[src/rtl/trachtenberg_mul_arbiter_pkg.sv]
// trachtenberg_pkg: arbiter FSM states, tag sizing and defaults shared with the multiplier
package trachtenberg_pkg;
    localparam int TRACHT_WIDTH = 5;
    localparam int TRACHT_LATENCY = 9;
    typedef enum logic [1:0] {IDLE, ISSUE, GAP} arb_state_e;
    function automatic int tag_w(input int n);
        return (n > 1) ? $clog2(n) : 1;
    endfunction
endpackage

[src/rtl/trachtenberg_mul_arbiter_rr_pick.sv]
// tracht_rr_pick: combinational round-robin picker, first request at or after the pointer
module tracht_rr_pick
    import trachtenberg_pkg::*;
#(
    parameter int NREQ = 4,
    parameter int TW = tag_w(NREQ)
) (
    input  logic [NREQ-1:0] ireq,
    input  logic [TW-1:0]   iptr,
    output logic [NREQ-1:0] ogrant,
    output logic [TW-1:0]   oidx,
    output logic            oany
);
    logic [TW-1:0] j;
    always_comb begin
        ogrant = '0;
        oidx = '0;
        oany = 1'b0;
        j = '0;
        for (int i = 0; i < NREQ; i++) begin
            j = TW'((int'(iptr) + i) % NREQ);
            if (!oany && ireq[j]) begin
                oany = 1'b1;
                oidx = j;
                ogrant[j] = 1'b1;
            end
        end
    end
endmodule

[src/rtl/trachtenberg_mul_arbiter.sv]
// trachtenberg_mul_arbiter: shares one fixed-latency multiplier between NREQ requesters.
// Define TRACHT_ARB_CHECK_EN to add imul_valid and the sticky oerr consistency flag.
module trachtenberg_mul_arbiter
    import trachtenberg_pkg::*;
#(
    parameter int WIDTH = TRACHT_WIDTH,
    parameter int NREQ = 4,
    parameter int LATENCY = TRACHT_LATENCY,
    parameter int ISSUE_GAP = 1
) (
    input  logic                  iclk,
    input  logic                  irst_n,
    input  logic [NREQ-1:0]       ireq,
    input  logic [NREQ*WIDTH-1:0] ia,
    input  logic [NREQ*WIDTH-1:0] ib,
    output logic [NREQ-1:0]       ogrant,
    output logic                  omul_start,
    output logic [WIDTH-1:0]      omul_a,
    output logic [WIDTH-1:0]      omul_b,
    input  logic [2*WIDTH-1:0]    imul_res,
`ifdef TRACHT_ARB_CHECK_EN
    input  logic                  imul_valid,
    output logic                  oerr,
`endif
    output logic [2*WIDTH-1:0]    ores,
    output logic [NREQ-1:0]       ovalid,
    output logic                  obusy
);
    localparam int TW = tag_w(NREQ);
    localparam int GW = (ISSUE_GAP > 1) ? $clog2(ISSUE_GAP) : 1;

    arb_state_e state;
    logic [GW-1:0] gcnt;
    logic [TW-1:0] ptr, pick_idx, issue_tag;
    logic [NREQ-1:0] pick_grant;
    logic pick_any, fire;
    logic [LATENCY-1:0] vpipe;
    logic [LATENCY-1:0][TW-1:0] tpipe;

    tracht_rr_pick #(.NREQ(NREQ), .TW(TW)) u_pick (
        .ireq(ireq),
        .iptr(ptr),
        .ogrant(pick_grant),
        .oidx(pick_idx),
        .oany(pick_any)
    );

    // GAP state is exactly "gap counter nonzero", so it doubles as the issue inhibit
    assign fire = irst_n && (state != GAP) && pick_any;
    assign ogrant = fire ? pick_grant : '0;
    assign obusy = (|vpipe) || omul_start || (|ovalid);

    always_ff @(posedge iclk or negedge irst_n) begin
        if (!irst_n) begin
            state <= IDLE;
            gcnt <= '0;
            ptr <= '0;
        end else if (fire) begin
            state <= (ISSUE_GAP > 1) ? GAP : ISSUE;
            gcnt <= GW'(ISSUE_GAP - 1);
            ptr <= (pick_idx == TW'(NREQ - 1)) ? '0 : pick_idx + 1'b1;
        end else if (state == GAP) begin
            gcnt <= gcnt - 1'b1;
            state <= (gcnt != GW'(1)) ? GAP : (|ireq ? ISSUE : IDLE);
        end else begin
            state <= IDLE;
        end
    end

    always_ff @(posedge iclk or negedge irst_n) begin
        if (!irst_n) begin
            omul_start <= 1'b0;
            omul_a <= '0;
            omul_b <= '0;
            issue_tag <= '0;
            vpipe <= '0;
            tpipe <= '0;
            ores <= '0;
            ovalid <= '0;
        end else begin
            omul_start <= fire;
            omul_a <= fire ? ia[pick_idx*WIDTH +: WIDTH] : omul_a;
            omul_b <= fire ? ib[pick_idx*WIDTH +: WIDTH] : omul_b;
            issue_tag <= fire ? pick_idx : issue_tag;
            vpipe <= LATENCY'({vpipe, omul_start});
            tpipe <= (LATENCY*TW)'({tpipe, issue_tag});
            ores <= vpipe[LATENCY-1] ? imul_res : ores;
            ovalid <= vpipe[LATENCY-1] ? (NREQ'(1) << tpipe[LATENCY-1]) : '0;
        end
    end

`ifdef TRACHT_ARB_CHECK_EN
    always_ff @(posedge iclk or negedge irst_n) begin
        if (!irst_n)
            oerr <= 1'b0;
        else if (imul_valid != vpipe[LATENCY-1])
            oerr <= 1'b1;
    end
`endif
endmodule
[config.mk]
export PLATFORM = sky130hd
export DESIGN_NAME = trachtenberg_mul_arbiter
export DESIGN_NICKNAME = d
export VERILOG_FILES = /design/src/rtl/trachtenberg_mul_arbiter_pkg.sv /design/src/rtl/trachtenberg_mul_arbiter_rr_pick.sv /design/src/rtl/trachtenberg_mul_arbiter.sv
export SDC_FILE = /design/constraint.sdc
export NUM_CORES = 1
export LEC_CHECK = 0
export CAP_MARGIN = 20
export CORE_UTILIZATION = 52
export DETAILED_ROUTE_END_ITERATION = 8
export HOLD_SLACK_MARGIN = 0.1
export PLACE_DENSITY = 0.86
export SYNTH_ARGS = -nofsm -noshare
export SYNTH_HDL_FRONTEND = slang
export SYNTH_SLANG_ARGS = --single-unit
export TNS_END_PERCENT = 30
[constraint.sdc]
create_clock -name iclk -period 6.8 [get_ports iclk]
set_clock_uncertainty 0.2 [all_clocks]
set_input_delay 1.36 -clock iclk [delete_from_list [all_inputs] [get_ports iclk]]
set_output_delay 1.36 -clock iclk [all_outputs]
set_load 0.03 [all_outputs]
Word level (Yosys, flattened, before mapping) --
Index checks and enable logic that the tools add are counted.
Storage, ports and cells: bits in registers 59, latch bits 0, bits in writable memories 0, bits in read-only memories 0, input port bits 56, output and inout bits 30, word-level logic and storage cells 97, memories 0
Cells by class: $add $sub $neg 5, multipliers 1, div/mod/pow operators 0, $lt $le $gt $ge 8, equal/unequal tests 3, shift operators 3, muxes and demuxes 37, bitwise logic cells 3, reductions and logical operators 18
Operators with widths (number):
- $shiftx 20x6->5 | 2
- $mux 4 | 6
- $mux 2 | 8
- $mux 1 | 15
- $lt 2x3->1 const B | 4
- $or 4x4->4 | 3
- $logic_and 1x1->1 | 9
- $reduce_or 9->1 | 1
- $bmux 1 s2 | 4
- $demux 1 s2 | 4
- $ge 2x1->1 const B | 4
- $reduce_or 4->1 | 2
- $mul 2x3->5 const B | 1
- $add 2x1->2 const B | 2
- $add 2x2->2 const B | 2
- $eq 2x2->1 const B | 2
- $shl 1x2->4 const A | 1
- $logic_not 1->1 | 3
- $logic_or 1x1->1 | 2
- $ne 2x2->1 const B | 1
- $reduce_bool 2->1 | 1
- $sub 1x1->1 const B | 1

Depth between registers and ports, before layout --
depth after elaboration 14, depth in mapped cells 14, mapped depth without buffers 9

Cells and area by module --
A second synthesis with hierarchy kept.
Second synthesis, totals: cells, all modules 169, area total of the unflattened synthesis 2612.5 um^2
Modules (own cells, without submodules):
- trachtenberg_mul_arbiter | times used 1, cells each 124, area each 2193.4 um^2, seq. area each 1476.4 um^2
- tracht_rr_pick | times used 1, cells each 45, area each 419.2 um^2, seq. area each 0.0 um^2

Worst setup path before layout --
No wires, ideal clock.
path kind input port to output port, start point in ireq[3], end point out ogrant[0], arrival 3193 ps, data required time 5240 ps, setup slack 2047 ps, stages 6, path buffers 1, path through mux4_2 clkbuf_1 or3_1 nor2b_1 nand2_1 a21oi_1
On the way: cells in the longest elaborated chain, start to end 14, elaborated cells on any way between the ends 27, classes of those cells mux (17); bitwise (3); reduce/logical (7)
Ends and longest elaborated chain:
- from (decl) | RTL line trachtenberg_mul_arbiter.sv:13 | input logic [NREQ-1:0] ireq,
- $bmux 1 s2 | RTL line trachtenberg_mul_arbiter_rr_pick.sv:22 | if (!oany && ireq[j]) begin
- $mux 1 (not written as such) | RTL line trachtenberg_mul_arbiter_rr_pick.sv:22
- $mux 1 | RTL line trachtenberg_mul_arbiter_rr_pick.sv:22
- $logic_not 1->1 | RTL line trachtenberg_mul_arbiter_rr_pick.sv:22
- $logic_and 1x1->1 | RTL line trachtenberg_mul_arbiter_rr_pick.sv:22
- $mux 1 | RTL line trachtenberg_mul_arbiter_rr_pick.sv:22
- $logic_not 1->1 | RTL line trachtenberg_mul_arbiter_rr_pick.sv:22
- $logic_and 1x1->1 | RTL line trachtenberg_mul_arbiter_rr_pick.sv:22
- $mux 1 | RTL line trachtenberg_mul_arbiter_rr_pick.sv:22
- $logic_not 1->1 | RTL line trachtenberg_mul_arbiter_rr_pick.sv:22
- $logic_and 1x1->1 | RTL line trachtenberg_mul_arbiter_rr_pick.sv:22
- $mux 1 | RTL line trachtenberg_mul_arbiter_rr_pick.sv:22
- $logic_and 1x1->1 | RTL line trachtenberg_mul_arbiter.sv:49 | assign fire = irst_n && (state != GAP) && pick_any;
- $mux 4 * | RTL line trachtenberg_mul_arbiter.sv:50 | assign ogrant = fire ? pick_grant : '0;
- to (decl) | RTL line trachtenberg_mul_arbiter.sv:16 | output logic [NREQ-1:0] ogrant,
Mark *: on every way between the ends. The rest lies on a longest branch, timed or not. The select of a mux whose other input is x is not followed.

Worst setup path after layout --
start point in ireq[1], end point out ogrant[1]
The elaborated chain is that of the path after synthesis.

==> flow_metrics.tcl <==
set metrics [dict create \
    io_pins 86 \
    r2r_cells 11 \
    crit_chain "clkdlybuf4s50_1, mux4_2, or3_1, nor2b_1, nand2_1, a21oi_1, clkdlybuf4s50_1" \
    worst_pin_slew_ns 0.856 \
    endpoint_kind "primary output" \
    cts_made_buffers 9 \
    cellPowerDensity_nw_per_um2 448 \
    fp.dieH_um 79.5 \
    worstSetupPathType "in2out" \
    postRouteAntennaNets 0 \
    fin_cells 435 \
    seq_power_share_pct 27.7 \
    yosysMostFrequentCell "dfrtp_1" \
    yosys-top-cells-area "dfrtp_1 (47%), mux2_2 (7.6%), o221ai_2 (4.3%), ha_1 (3.6%), mux4_2 (3.6%)" \
    grt_max_degree 60 \
    finalHoldViolations 0 \
    grt-ovfl-total 0 \
    clkLatencyLatePin_ns 0.33 \
    async_reset_ff_share_pct 100 \
    nets 423 \
    synth_area_leader_cell "dfrtp_1" \
    dr.pass1.iters 4 \
    switchingPower_mw 0.789 \
    drv_slew 0 \
    period_minus_slack_ns 5.90 \
    holdBufCountCts 0 \
    synth_ff_type "dfrtp_1" \
    p_leak_nw 1.73 \
    p_comb_share_pct 55.7 \
    cpMostUsedCell "clkdlybuf4s50_1" \
    wl_per_cell_um 17.8 \
    r2r_slack_ns 2.95 \
    slew_headroom_pct 43.0 \
    vias 2623 \
    whs_path_depth 0 \
    switching_share_pct 42.1 \
    antennaDiodeCount 0 \
    max-cap-violations 0 \
    p_int_mw 1.09 \
    cp.required_ns 5.24 \
    grt_pass1_wl_um 12700 \
    arrival_ns 4.34 \
    drt-total-wl_um 7750 \
    fin_util_pct 74.2 \
    root_buffer "clkbuf_8" \
    syn-num-nets 342 \
    hp-class "reg2reg" \
    fmax_ghz 0.170 \
    layout-drive-gt1-share_pct 16.5 \
    ys_types 46 \
    syn_inst 277 \
    worst_r2r_endpoint "ptr[1]" \
    hold_path_end "tpipe[9]" \
    post_cts_buffers 0 \
    htreeDepth 3 \
    critical_path.slowest_cell "mux4_2" \
    drt_iter0_drc 212 \
    cts_resized 0 \
    cts.clk_slew.worst_paths_ns 0.07 \
    synthToLayoutAreaGrowth_pct 34.2 \
    synth_commonest_cells "dfrtp_1 (59), mux2_2 (21), nand2_1 (19), nand3_1 (19), nor2_1 (17)" \
    grt_pass1_vias 2611 \
    synth_area_um2 3120 \
    yosysSeqAreaShare_pct 47.3 \
    place_congestion 0.841 \
    dp_cells 418 \
    rr_startpoint "ptr[0]" \
    num-fill-cells 389 \
    critPathMaxFanout 18 \
    timing.final.crit_share_pct 86.7 \
    cts_sinks 59 \
    avgSynthCellArea_um2 11.3 \
    clkPwrFrac_pct 16.5 \
    irDropWorstVdd_uv 261 \
    setup_viol 0 \
    core_region_area_um2 5640 \
    io_buffers 85 \
    die-area_um2 6310 \
    synth-seq-cells 59 \
    min_from "tpipe[7]" \
    rows 27 \
    die_w_um 79.5 \
    slowest_delay_ns 0.70 \
    yosys.area.top_type_share_pct 47.3 \
    dpl.hpwl_um 5480 \
    clock_path_buffers 2 \
    rsz0062_at_grt "no" \
    outcome "completed" \
    drcViolationCount 0 \
    viasPerCell 6.03 \
    cts_tree "built" \
    yosysWarnings 0 \
    synth_edf_count 0 \
    tns_ns 0 \
    antenna_found_initial 0 \
    start_util_pct 55.3 \
    critPathLaunchType "primary input" \
    track_usage_pct 26.9 \
]
[flip-flops by register name, summed over array words and instances (netlist names)]
| name | cells |
|---|---|
| tpipe | 18 |
| ores | 10 |
| vpipe | 9 |
| omul_a | 5 |
| omul_b | 5 |
| ovalid | 4 |
| issue_tag | 2 |
| ptr | 2 |
| state | 2 |
| gcnt | 1 |
| omul_start | 1 |
[cells by family (layout without fill, tap and decap cells)]
family	count (synthesis)	after routing	share of synthesized area [%]
AND/OR/NAND/NOR	76	76	12.1
buffers and inverters	28	114	4.21
XOR/XNOR	1	1	0.281
multiplexers	37	37	14.7
flip-flops	59	59	47.3
AO/OA/AOI/OAI	67	67	17.7
adder cells (fa/ha/maj)	9	9	3.61
[cells in the final DEF, fill, tap and decap left out, types with 2 or more instances in the layout]
| master | instances |
|---|---|
| clkdlybuf4s50_1 | 84 |
| dfrtp_1 | 59 |
| nand2_1 | 19 |
| or3_1 | 3 |
| o221ai_2 | 9 |
| a21oi_1 | 16 |
| clkbuf_1 | 2 |
| mux2i_1 | 11 |
| a221o_1 | 4 |
| nand3_1 | 19 |
| o32ai_1 | 9 |
| inv_1 | 6 |
| clkbuf_8 | 10 |
| buf_4 | 4 |
| mux4_2 | 5 |
| nor2_1 | 17 |
| mux2_2 | 21 |
| clkinvlp_4 | 2 |
| nor4_1 | 4 |
| ha_1 | 9 |
| a221oi_1 | 2 |
| o21ai_0 | 10 |
| o311a_1 | 9 |
| nor2b_1 | 2 |
[power groups by stage]
stage / registers [mW] / clock network [mW] / logic [mW]
floorplan: 0.594 / 0 / 0.675
global placement: 0.521 / 0 / 0.992
detailed placement: 0.523 / 0 / 1.04
CTS: 0.522 / 0.316 / 1.04
global route: 0.535 / 0.335 / 1.13
finish: 0.521 / 0.310 / 1.05
[routing by layer]
metal / track usage, % / wire length [um] / vias to the layer above
li1: - / - / 1206
met1: 33.8 / 3190 / 1292
met2: 45.7 / 3960 / 115
met3: 7.54 / 532 / 10
met4: 6.55 / 74 / 0
met5: 0 / 0 / -
[worst max-delay path, delay by kind of cell]
family / cells / cell delay, ns
buf+inv: 2 / 1.23
compound gates: 1 / 0.17
mux: 1 / 0.70
simple gates: 3 / 0.88
[through the flow]
step | setup slack [ns] | hold slack (ns) | area, um2 | total power [mW]
3_5_place_dp | 0.916 | 0.136 | 3990 | 1.56
3_3_place_gp | 1.04 | 0.135 | 3990 | 1.51
5_1_grt | 0.755 | 0.148 | 4190 | 2.00
4_1_cts | 0.918 | 0.152 | 4180 | 1.88
2_1_floorplan | 2.05 | 0.131 | 3120 | 1.27
6_report | 0.905 | 0.148 | 4190 | 1.88
[how the worst max path moves through the flow]
stage / to / slack [ns] / start / cells past startpoint
6_report: ogrant[1] / 0.90 / ireq[1] / 7
5_1_grt: ogrant[2] / 0.76 / ireq[2] / 7
3_5_place_dp: ogrant[1] / 0.92 / ireq[1] / 7
2_1_floorplan: ogrant[0] / 2.05 / ireq[3] / 6
3_3_place_gp: ogrant[0] / 1.04 / ireq[1] / 7
4_1_cts: ogrant[1] / 0.92 / ireq[1] / 7
[final cells by class]
class | instances | area (um2) | area share, %
multi-input combinational | 190 | 1510 | 36.1
sequential | 59 | 1480 | 35.3
timing repair buffer | 90 | 883 | 21.1
clock buffer | 12 | 145 | 3.47
tap | 72 | 90.1 | 2.15
clock inverter | 4 | 50.0 | 1.20
inverter | 8 | 30.0 | 0.717
Power figures use the tool's default switching activity.
